$ cat src/rtl/wfifo_ingress.sv
// ---------------------------------------------------------------------------
// wfifo_ingress
//   Write-side ingress stage of the async FIFO (wclk domain). An upstream
//   valid/ready stream is absorbed by a 2-entry skid buffer and replayed as
//   winc/wdata toward the pointer/full block and the memory write port, so
//   s_ready is decoded purely from local registers and never from wfull.
//   A registered occupancy estimate (wlevel), an almost-full flag and a
//   sticky level-error flag are derived from the write gray pointer and the
//   synchronized read gray pointer.
//
// Ports
//   wclk, wrst          clock, asynchronous active-high reset
//   s_valid/s_data      upstream word offer
//   s_ready             ingress can accept a word this cycle
//   winc/wdata          write strobe and data toward pointer logic / memory
//   wfull               registered full flag from pointer/full logic
//   wptr                write gray pointer (wclk domain)
//   wq2_rptr            read gray pointer synchronized into wclk
//   wlevel              occupancy estimate, 0..2**ADDRSIZE, lags wptr by 1
//   walmost_full        wlevel >= AFULL_THRESH
//   wlevel_err          sticky: computed level exceeded 2**ADDRSIZE
// ---------------------------------------------------------------------------
module wfifo_ingress #(
  parameter int ADDRSIZE     = 8,
  parameter int DATASIZE     = 8,
  parameter int AFULL_THRESH = 252
) (
  input  logic                wclk,
  input  logic                wrst,
  input  logic                s_valid,
  input  logic [DATASIZE-1:0] s_data,
  output logic                s_ready,
  output logic                winc,
  output logic [DATASIZE-1:0] wdata,
  input  logic                wfull,
  input  logic [ADDRSIZE:0]   wptr,
  input  logic [ADDRSIZE:0]   wq2_rptr,
  output logic [ADDRSIZE:0]   wlevel,
  output logic                walmost_full,
  output logic                wlevel_err
);

  localparam int PW = ADDRSIZE + 1;
  localparam logic [PW-1:0] DEPTH  = PW'(2 ** ADDRSIZE);
  localparam logic [PW-1:0] THRESH = PW'(AFULL_THRESH);

  // Prefix-XOR gray to binary conversion.
  function automatic logic [PW-1:0] gray2bin(input logic [PW-1:0] g);
    logic [PW-1:0] b;
    b[PW-1] = g[PW-1];
    for (int i = PW - 2; i >= 0; i--) begin
      b[i] = b[i+1] ^ g[i];
    end
    return b;
  endfunction

  // Skid buffer state
  logic [DATASIZE-1:0] entry_q [2];
  logic                head_q, head_d;
  logic                tail_q, tail_d;
  logic [1:0]          count_q, count_d;
  logic                push, pop;

  // Level estimate state
  logic [PW-1:0] wb, rb, diff;
  logic [PW-1:0] wlevel_q;
  logic          afull_q;
  logic          err_q;

  // s_ready only looks at count_q; wfull affects winc alone.
  assign s_ready = (count_q != 2'd2);
  assign winc    = (count_q != 2'd0) & ~wfull;
  assign wdata   = entry_q[head_q];
  assign push    = s_valid & s_ready;
  assign pop     = winc;

  always_comb begin
    head_d  = head_q;
    tail_d  = tail_q;
    count_d = count_q;
    if (push) tail_d = ~tail_q;
    if (pop)  head_d = ~head_q;
    case ({push, pop})
      2'b10:   count_d = count_q + 2'd1;
      2'b01:   count_d = count_q - 2'd1;
      default: count_d = count_q;
    endcase
  end

  always_ff @(posedge wclk or posedge wrst) begin
    if (wrst) begin
      head_q  <= 1'b0;
      tail_q  <= 1'b0;
      count_q <= 2'd0;
      for (int i = 0; i < 2; i++) begin
        entry_q[i] <= '0;
      end
    end else begin
      head_q  <= head_d;
      tail_q  <= tail_d;
      count_q <= count_d;
      if (push) entry_q[tail_q] <= s_data;
    end
  end

  // Modulo subtraction handles pointer wrap without special cases.
  always_comb begin
    wb   = gray2bin(wptr);
    rb   = gray2bin(wq2_rptr);
    diff = wb - rb;
  end

  always_ff @(posedge wclk or posedge wrst) begin
    if (wrst) begin
      wlevel_q <= '0;
      afull_q  <= 1'b0;
      err_q    <= 1'b0;
    end else begin
      wlevel_q <= diff;
      afull_q  <= (diff >= THRESH);
      if (diff > DEPTH) err_q <= 1'b1;
    end
  end

  assign wlevel       = wlevel_q;
  assign walmost_full = afull_q;
  assign wlevel_err   = err_q;

endmodule

$ cat config.mk
export PLATFORM = sky130hd
export DESIGN_NAME = wfifo_ingress
export DESIGN_NICKNAME = d
export VERILOG_FILES = /design/src/rtl/wfifo_ingress.sv
export SDC_FILE = /design/constraint.sdc
export NUM_CORES = 1
export LEC_CHECK = 0
export CORE_ASPECT_RATIO = 1.4
export CORE_MARGIN = 1.5
export CORE_UTILIZATION = 30
export CTS_CLUSTER_DIAMETER = 100
export DETAILED_ROUTE_END_ITERATION = 10
export REMOVE_ABC_BUFFERS = 1
export SYNTH_ARGS = -nofsm -noshare
export SYNTH_HDL_FRONTEND = slang
export SYNTH_SLANG_ARGS = --single-unit
$ cat constraint.sdc
create_clock -name wclk -period 1.6 [get_ports wclk]
set_input_delay 0.16 -clock wclk [delete_from_list [all_inputs] [get_ports wclk]]
set_output_delay 0.16 -clock wclk [all_outputs]
set_load 0.03 [all_outputs]
# ---- Yosys cells after proc, flatten, opt, wreduce, memory -nomap -nowiden
# Cells that the tools add are included.
dict set report totals {
  ff_bits 31
  elab_cells 52
  in_bits 30
  output_inout_bits 21
}
dict set report op_classes {
  n_eq_ne 3
  addsub 3
  mux 7
  bitwise_logic 23
  n_lt_le_gt_ge 5
  n_reduce_logical 3
}
# op count
set op_table {}
lappend op_table {{$mux W8} 4}
lappend op_table {{$bwmux W16} 1}
lappend op_table {{$xor A1 B1 Y1} 16}
lappend op_table {{$ge A9 B8 Y1 const B} 1}
lappend op_table {{$gt A9 B9 Y1 const B} 1}
lappend op_table {{$sub A9 B9 Y9} 1}
lappend op_table {{$demux W8 S1} 1}
lappend op_table {{$ge A2 B2 Y1 const B} 2}
lappend op_table {{$not A1 Y2} 2}
lappend op_table {{$pmux W2 S2} 1}
lappend op_table {{$reduce_bool A2 Y1} 2}
lappend op_table {{$not A1 Y1} 3}
lappend op_table {{$add A2 B1 Y2 const B} 1}
lappend op_table {{$and A1 B1 Y1} 2}
lappend op_table {{$eq A2 B1 Y1 const B} 1}
lappend op_table {{$eq A2 B2 Y1 const B} 1}
lappend op_table {{$lt A2 B1 Y1 const B} 1}
lappend op_table {{$ne A2 B2 Y1 const B} 1}
lappend op_table {{$sub A2 B1 Y2 const B} 1}
lappend op_table {{$logic_and A1 B1 Y1} 1}

# ---- Logic depth before layout (Yosys ltp)
dict set report depth {
  word_depth 10
  mapped_depth 14
  mapped_depth_nobuf 14
}

# ---- Least setup slack after synthesis
# No wires, ideal clock.
dict set report synth_timing {
  kind {input-to-reg}
  from {input port wq2_rptr[8]}
  to {register afull_q (netlist: walmost_full)}
  arrival_time_ns 3.161
  path_buffers 0
  stages 14
  required_ns 1.480
  path_slack_ns -1.681
  setup_ns 0.120
  cell_sequence {xnor3_2 -> xor3_1 -> xnor2_2 -> xnor2_1 -> inv_1 -> ha_1 -> nor2b_1 -> nor4_1 -> mux2i_1 -> nand2_1 -> o41ai_4 -> xor2_2 -> and3_1 -> a41o_1}
}
dict set report synth_between {
  elab_chain_cells 10
}
# element line_no
set synth_lines {}
lappend synth_lines {{start: declaration} 37} ;# input logic [ADDRSIZE:0] wq2_rptr,
lappend synth_lines {{$xor A1 B1 Y1 (*)} 52} ;# b[i] = b[i+1] ^ g[i];
lappend synth_lines {{$xor A1 B1 Y1 (7 in series)} 52}
lappend synth_lines {{$sub A9 B9 Y9 (*)} 110} ;# diff = wb - rb;
lappend synth_lines {{via diff[7]} 65} ;# logic [PW-1:0] wb, rb, diff;
lappend synth_lines {{$ge A9 B8 Y1 (*)} 120} ;# afull_q <= (diff >= THRESH);
lappend synth_lines {{end signal: assignment} 120}
lappend synth_lines {{end: declaration} 67} ;# logic afull_q;
# The timed path passes the listed nets; every way through them passes the cells marked *.
# A chain may end at the register's enable or synchronous reset.

# ---- Worst setup path in the final report
dict set report layout_timing {
  from {input port wq2_rptr[6]}
  to {register afull_q (netlist: walmost_full)}
}
dict set report layout_between {
  elab_chain_cells 9
}
# element line_no
set layout_lines {}
lappend layout_lines {{$xor A1 B1 Y1 (*)} 52}
lappend layout_lines {{$xor A1 B1 Y1 (6 in series)} 52}
lappend layout_lines {{$sub A9 B9 Y9 (*)} 110}
lappend layout_lines {{via diff[7]} 65}
lappend layout_lines {{$ge A9 B8 Y1 (*)} 120}
# Marks and branches as above.

==> results.sh <==
export IMPL_io_buffers=50
export IMPL_overflow=0
export IMPL_drt_iter0_drc=74
export IMPL_placeableCoreArea_um2=6170
export IMPL_final_antenna_net_count=0
export IMPL_area_growth_synth_to_finish_pct=67.5
export IMPL_worst_setup_path_class="primary input to flop"
export IMPL_placementRows=34
export IMPL_final_util=0.514
export IMPL_grt_antenna_before_repair=0
export IMPL_finalCriticalPeriod_ns=2.95
export IMPL_post_route_cells_drive_above_1_share=0.524
export IMPL_syn_instance_count=153
export IMPL_grt_setup_unrepaired="yes"
export IMPL_htree_num_levels=2
export IMPL_grt_start_max_net_pins=32
export IMPL_synth_cell_area_um2=1890
export IMPL_status="finished with violations"
export IMPL_worst_ep_required_time_ns=1.77
export IMPL_global_route_wire_length_before_repair_um=7400
export IMPL_reg2reg_depth=5
export IMPL_crit_start="wq2_rptr[6]"
export IMPL_maxSlewViolCount=0
export IMPL_max_slew_margin_rel=0.759
export IMPL_top_level_ports=51
export IMPL_finalSetupViolations=11
export IMPL_post_synthesis_cell_type_count=37
export IMPL_max_cap_viol_count=0
export IMPL_r2r_start="count_q[0]"
export IMPL_maxClockFrequency_mhz=340
export IMPL_detail_route_wl_per_cell_um=12.9
export IMPL_layout_commonest_cell="sky130_fd_sc_hd__buf_4"
export IMPL_vias_per_cell=4.56
export IMPL_detailed_route_wire_length_um=4370
export IMPL_drcViolationCount=0
export IMPL_ctsRootBufferMaster="sky130_fd_sc_hd__clkbuf_8"
export IMPL_hold_viol_final=0
export IMPL_die_w_um=70.1
export IMPL_drt_pass1_iter_count=2
export IMPL_r2r_end="entry_q[10]"
export IMPL_clock_skew_final_ns=0.000865
export IMPL_mostFrequentLayoutCells="sky130_fd_sc_hd__buf_4 (51), sky130_fd_sc_hd__dfrtp_1 (30), sky130_fd_sc_hd__clkdlybuf4s50_1 (28)"
export IMPL_clkSlewWorstSetupHoldPaths_ns=0.06
export IMPL_power_leakage_nw=1.48
export IMPL_cts_made_buffers=5
export IMPL_hold_path_class="primary input to async pin"
export IMPL_clock_sinks=31
export IMPL_clock_tree_buffer_depth=2
export IMPL_failing_checks="setup timing"
export IMPL_clock_insertion_delay_at_the_later_pin_of_the_skew_report_ns=0.28
export IMPL_power_mw=6.76
export IMPL_globalplace_congestion=0.788
export IMPL_via_count=1547
export IMPL_critical_path_max_fanout=3
export IMPL_synth_enable_flop_cells=0
export IMPL_finish_net_count=305
export IMPL_tritoncts_clock_tree="done"
export IMPL_critPathCaptureType="flop"
export IMPL_cp_start_kind="primary input"
export IMPL_chip_height_um=97.0
export IMPL_postSynthRegisterBits=31
export IMPL_place_detailed_hpwl_um=3290
export IMPL_ys_async_sr_fraction=1.00
export IMPL_r2r_setup_slack_ns=0.15
export IMPL_diodes=0
export IMPL_finalCritPeriodShare=1.84
export IMPL_power_per_cell_area_nw_per_um2=2130
export IMPL_synth_warnings=0
export IMPL_synthesized_area_divided_by_synthesized_cell_count_um2=12.4
export IMPL_initial_util=0.307
export IMPL_predominant_post_synthesis_flop_cell="sky130_fd_sc_hd__dfrtp_1"
export IMPL_synth_seq_area_share=0.410
export IMPL_data_arrival_time_of_the_worst_path_ns=3.11
export IMPL_grt_pass1_vias=1655
export IMPL_irDropWorstVdd_v=0.000981
export IMPL_die_area_um2=6800
export IMPL_grt_use_total=0.137
export IMPL_max_slew_worst_pin_slew_ns=0.352
export IMPL_layout_setup_ws_ns=-1.35
-- registers in the layout (all words and copies together), names as in the netlist --
register      flops
head_q            1
count_q           2
entry_q          16
walmost_full      1
wlevel            9
wlevel_err        1
tail_q            1
-- routing by layer --
layer,track usage,vias to the layer above,share of wire
met2,0.265,39,0.59
met3,0.0271,9,0.033
met5,0,-,0
met4,0.0607,0,0.024
met1,0.136,742,0.35
li1,-,757,-
-- critical path, cell delays in order --
cell,delay [ns]
sky130_fd_sc_hd__buf_6,0.09
sky130_fd_sc_hd__xnor3_2,0.40
sky130_fd_sc_hd__xor3_1,0.28
sky130_fd_sc_hd__xnor2_2,0.25
sky130_fd_sc_hd__xnor2_2,0.13
sky130_fd_sc_hd__xor2_1,0.18
sky130_fd_sc_hd__ha_2,0.22
sky130_fd_sc_hd__buf_6,0.12
sky130_fd_sc_hd__nor2b_4,0.13
sky130_fd_sc_hd__nor4_2,0.06
sky130_fd_sc_hd__mux2i_1,0.20
sky130_fd_sc_hd__nand2_2,0.11
sky130_fd_sc_hd__o41ai_4,0.27
sky130_fd_sc_hd__xor2_2,0.13
sky130_fd_sc_hd__and3_1,0.16
sky130_fd_sc_hd__a41o_1,0.21
-- per-stage QoR --
stage | instances | hold WS, ns | instance area, µm² | setup TNS, ns | setup slack [ns]
after floorplan | 152 | 0.264 | 1890 | -15.43 | -1.68
after global placement | 319 | 0.482 | 2810 | -21.92 | -2.31
after detailed placement | 319 | 0.488 | 2810 | -22.56 | -2.34
after CTS | 336 | 0.275 | 3090 | -11.25 | -1.35
after global routing | 339 | 0.358 | 3170 | -12.06 | -1.45
final | 339 | 0.256 | 3170 | -11.18 | -1.35
-- where the power goes --
part	internal (mW)	leakage [nW]	switching (mW)	total (mW)
registers	1.20	0.359	0.171	1.37
clock network	0.392	0.0515	0.269	0.661
logic	2.54	1.07	2.19	4.73
total	4.12	1.48	2.63	6.76
-- final cells by class --
class | count | area (µm²)
well taps | 72 | 90.1
multi-input cells | 110 | 1240
fillers | 566 | 3000
repair buffers | 107 | 925
clock buffers | 8 | 100
inverters | 11 | 41.3
flip-flops and latches | 31 | 777
-- Yosys cell counts (all sizes together) (2+ instances only) --
cell | count | area (µm²)
nand2b | 3 | 18.8
xor3 | 2 | 48.8
inv | 11 | 41.3
xor2 | 12 | 120
a21o | 2 | 15.0
nor2 | 6 | 22.5
nor4 | 3 | 25.0
mux2 | 25 | 285
nand2 | 5 | 18.8
a21oi | 2 | 13.8
xnor3 | 2 | 47.6
o21ai | 3 | 15.0
o21bai | 3 | 22.5
dfrtp | 31 | 776
nand4 | 3 | 18.8
xnor2 | 18 | 165
ha | 8 | 100
nand3 | 2 | 10.0
-- what timing repair did --
item                       CTS  global route
hold buffers                 0             0
buffers inserted            10             6
gates cloned                 0             0
setup endpoints to repair   20            13
gates resized for setup     85            18
pin swaps                   24            13
-- cell families after synthesis --
group,count (synthesis),share of synthesized area
XOR/XNOR,34,0.202
flip-flops,31,0.410
multiplexers,26,0.156
AND/OR/NAND/NOR,25,0.0708
AO/OA/AOI/OAI,15,0.0681
buffers and inverters,12,0.0238
adder cells (fa/ha/maj),10,0.0694
-- worst max path at each step --
stage | slack [ns] | to | cells past startpoint
floorplan | -1.68 | walmost_full | 14
global placement | -2.31 | walmost_full | 15
detailed placement | -2.34 | walmost_full | 15
CTS | -1.35 | walmost_full | 16
global route | -1.45 | walmost_full | 16
finish | -1.35 | walmost_full | 16
Power figures use the tool's default switching activity.
